**src/rtl/w_full.sv**
```systemverilog
// Write-side pointer and flag logic of an asynchronous FIFO.
// Keeps the binary/Gray write pointer and derives full, almost-full, level and overflow.
module w_full #(
  parameter int ADDR_SIZE = 3,
  parameter int AF_MARGIN = (2 ** ADDR_SIZE) >> 2
) (
  input  logic                 clk,
  input  logic                 rst,
  input  logic [ADDR_SIZE:0]   r_ptr,
  input  logic                 w_en,
  input  logic                 clr_ovf,
  output logic [ADDR_SIZE-1:0] w_addr,
  output logic [ADDR_SIZE:0]   w_ptr,
  output logic                 full,
  output logic                 almost_full,
  output logic [ADDR_SIZE:0]   w_level,
  output logic                 overflow
);

  localparam int MEM_SIZE = 2 ** ADDR_SIZE;
  localparam logic [ADDR_SIZE:0] AF_THRESH = (ADDR_SIZE + 1)'(MEM_SIZE - AF_MARGIN);

  logic [ADDR_SIZE:0] w_bin_reg;
  logic [ADDR_SIZE:0] w_bin_next;
  logic [ADDR_SIZE:0] w_gray_next;
  logic [ADDR_SIZE:0] r_bin;
  logic [ADDR_SIZE:0] level_next;
  logic [ADDR_SIZE:0] full_gray;
  logic               write_ok;
  logic               full_next;

  assign write_ok    = w_en & ~full;
  assign w_bin_next  = w_bin_reg + {{ADDR_SIZE{1'b0}}, write_ok};
  assign w_gray_next = w_bin_next ^ (w_bin_next >> 1);
  assign w_addr      = w_bin_reg[ADDR_SIZE-1:0];

  // Each binary bit is the XOR of all Gray bits at or above it.
  genvar gi;
  generate
    for (gi = 0; gi <= ADDR_SIZE; gi++) begin : g_gray2bin
      assign r_bin[gi] = ^r_ptr[ADDR_SIZE:gi];
    end
  endgenerate

  // Full when the write pointer is one lap ahead: top two Gray bits inverted.
  assign full_gray  = {~r_ptr[ADDR_SIZE:ADDR_SIZE-1], r_ptr[ADDR_SIZE-2:0]};
  assign full_next  = (w_gray_next == full_gray);
  assign level_next = w_bin_next - r_bin;

  always_ff @(posedge clk or negedge rst) begin
    if (!rst) begin
      w_bin_reg   <= '0;
      w_ptr       <= '0;
      full        <= 1'b0;
      almost_full <= 1'b0;
      w_level     <= '0;
      overflow    <= 1'b0;
    end else begin
      w_bin_reg   <= w_bin_next;
      w_ptr       <= w_gray_next;
      full        <= full_next;
      almost_full <= (level_next >= AF_THRESH) | full_next;
      w_level     <= level_next;
      if (w_en && full)
        overflow <= 1'b1;
      else if (clr_ovf)
        overflow <= 1'b0;
    end
  end

endmodule

```
**config.mk**
```make
export PLATFORM = sky130hd
export DESIGN_NAME = w_full
export DESIGN_NICKNAME = d
export VERILOG_FILES = /design/src/rtl/w_full.sv
export SDC_FILE = /design/constraint.sdc
export NUM_CORES = 1
export LEC_CHECK = 0
export BUFFER_PORTS_ARGS = -buffer_cell sky130_fd_sc_hd__buf_2
export CORE_MARGIN = 1
export CORE_UTILIZATION = 48
export DETAILED_ROUTE_END_ITERATION = 16
export GPL_TIMING_DRIVEN = 0
export PLACE_DENSITY = 0.75
export SLEW_MARGIN = 5
export SYNTH_ARGS = -nofsm -noshare
export SYNTH_HDL_FRONTEND = slang
export SYNTH_SLANG_ARGS = --single-unit
```
**constraint.sdc**
```tcl
create_clock -name clk -period 2.3 [get_ports clk]
set_input_delay 0 -clock clk [delete_from_list [all_inputs] [get_ports clk]]
set_output_delay 0 -clock clk [all_outputs]
set_load 0.005 [all_outputs]
```
==> metrics.cfg <==
[status]
outcome=complete, no violations

[final_layout]
mostFrequentLayoutCell=buf_2
layout_common_cells=buf_2 (21), dfrtp_1 (14), xnor2_1 (7), inv_1 (7), ha_1 (5)
layout.area.seq_um2=350
drive_above_1_share_pct=32.6
post-route-util_pct=68.4
instances_no_fill=101
final_net_count=101
fill_cells=109
multi_input_area_um2=357
areaGrowthSynthToFinish_pct=27.2
diodes=0

[timing]
min_period_ps=2100
fmax_mhz=477
setup_violations=0
drv_slew=0
finalCritPeriodShare_pct=91.2
fin_skew_ps=1.86
fin_tns_setup_ps=0
tightest_slew_ps=295
rsz0062_at_grt=no
relSlewSlack_pct=80.3
setup_slack_ps=203
hold_viol=0

[clock_tree]
clock_sinks=14
numCtsBuffers=3
htree_levels=1
clkLatencyLatePin_ps=270
clk_pin_slew_ps=80
clock_path_buffers=2
root_buffer=clkbuf_4
cts_tree=built

[power]
powerDensity_mw_per_mm2=1620
p_leak_nw=0.478
total_power_mw=1.49
ir_worst_vdd_uv=970

[detailed_routing]
wl_um=1110
wl_per_cell_um=11.0
drc=0
routed_via_density=4.83
drt_iter0_drc=2
route.antenna.remaining_nets=0
dr.pass1.iters=4
vias=488

[grt]
use_met3_pct=4.89
grt.overflow.total=0
grtUsageMet2_pct=26.6
grt_max_degree=15
grt_use_total_pct=17.2
grt_pass1_wl_um=1690
grt_antenna_before_repair=0
met1_usage_pct=20.0
top_usage_layer=met2
grt_pass1_vias=415

[synth]
netlist_area_um2=726
syn-num-nets=72
ys_seq_area_share_pct=48.3
yosys_warnings=0
yosysUniqueCellTypes=20
synth.avg_cell_area_um2=12.5
syn-instance-count=58
ys_ff_latch=14

[place]
place_inst=94
place_hpwl_um=887
place_congestion=0.801
place_ws_ps=78.2
port_buffers=21

[setup_path]
critPathArrivalTime_ps=2250
reg2reg_setup_slack_ps=200
crit_fanout=4
critPathKind=reg2reg
crit_start=full$_DFF_PN0_
cp-start-kind=flip-flop
endpoint=almost_full$_DFF_PN0_
reg2reg_depth=8
end_kind=flip-flop
cp_data_required_time_ps=2450
r2r_end=almost_full$_DFF_PN0_
reg2reg_from=full$_DFF_PN0_

[floorplanning]
initial_core_util_pct=53.8
die_area_mm2=0.00167
die_x_um=40.9
rows=13
core_area_mm2=0.00135
io_pins=22
die_h_um=40.9

[min_path]
hold_path.class=in2reg

[job]
maxCapViolCount=0

-- routing by layer --
layer	share of wire, %	wire [um]	up-vias
li1	-	-	248
met1	46	511	223
met2	49	537	15
met3	4.0	44	2
met4	1.1	12	0
met5	0	0	-
-- per-stage QoR --
stage | hold slack, ps | area (um2)
final | 129 | 923
after global routing | 132 | 923
after CTS | 129 | 916
after detailed placement | -93.6 | 850
after global placement | -101 | 850
after floorplan | -296 | 726
-- Yosys cell counts --
master / count / area [um2]
nor2_1: 1 / 3.75
ha_1: 5 / 62.6
nor3_1: 1 / 5.00
o2111ai_1: 1 / 8.76
nor2b_1: 1 / 6.26
nand2_1: 3 / 11.3
and2b_2: 1 / 8.76
and3_4: 1 / 11.3
xor3_1: 1 / 23.8
xnor3_1: 2 / 45.0
dfrtp_1: 14 / 350
xnor2_1: 7 / 61.3
inv_1: 7 / 26.3
fa_1: 1 / 20.0
o21ai_0: 3 / 15.0
a21boi_0: 1 / 7.51
a21o_1: 1 / 7.51
nand4_1: 1 / 6.26
nand3_1: 2 / 10.0
xor2_1: 4 / 35.0
-- power breakdown --
group	internal (mW)	switching [mW]	total [mW]
Sequential	0.386	0.0593	0.445
Clock	0.0962	0.0726	0.169
Combinational	0.460	0.420	0.881
-- critical path, stage by stage, from the launching register on --
cell and delay [ps]:
dfrtp_1 390, nor2b_1 120, ha_1 210, ha_1 300, ha_1 320, and2b_2 200
o21ai_1 200, a21o_1 170, nand4_1 80
-- worst min-delay path by stage --
stage / slack [ps] / endpoint / startpoint / cells past startpoint
2_1_floorplan: -300 / almost_full$_DFF_PN0_ / rst / 0
3_3_place_gp: -100 / overflow$_DFFE_PN0P_ / rst / 1
3_5_place_dp: -90 / overflow$_DFFE_PN0P_ / rst / 1
4_1_cts: 130 / w_level[0]$_DFF_PN0_ / r_ptr[0] / 4
5_1_grt: 130 / w_level[0]$_DFF_PN0_ / r_ptr[0] / 4
6_report: 130 / w_level[0]$_DFF_PN0_ / r_ptr[0] / 4
-- layout make-up --
class                           count  share of cell area, %
Sequential cell                    14                   37.9
Clock buffer                        4                   3.93
Multi-Input combinational cell     37                   38.6
Inverter                            7                   2.85
Timing Repair Buffer               24                   14.6
Tap cell                           15                   2.03
-- repair_timing --
action	CTS	global route
hold endpoints to repair	15	0
buffers inserted	0	0
endpoints found under the setup margin	0	2
hold buffers	3	0
resized for setup	0	2
-- kinds of logic after synthesis --
group | count (synthesis) | share of synthesized area, %
buffers and inverters | 7 | 3.62
AOI/OAI and AO/OA | 6 | 5.35
xor gates and xnor gates | 14 | 22.8
DFF | 14 | 48.3
adders and majority gates | 6 | 11.4
and+or+nand+nor | 11 | 8.62
No activity file was read; power rests on OpenSTA's default activity.
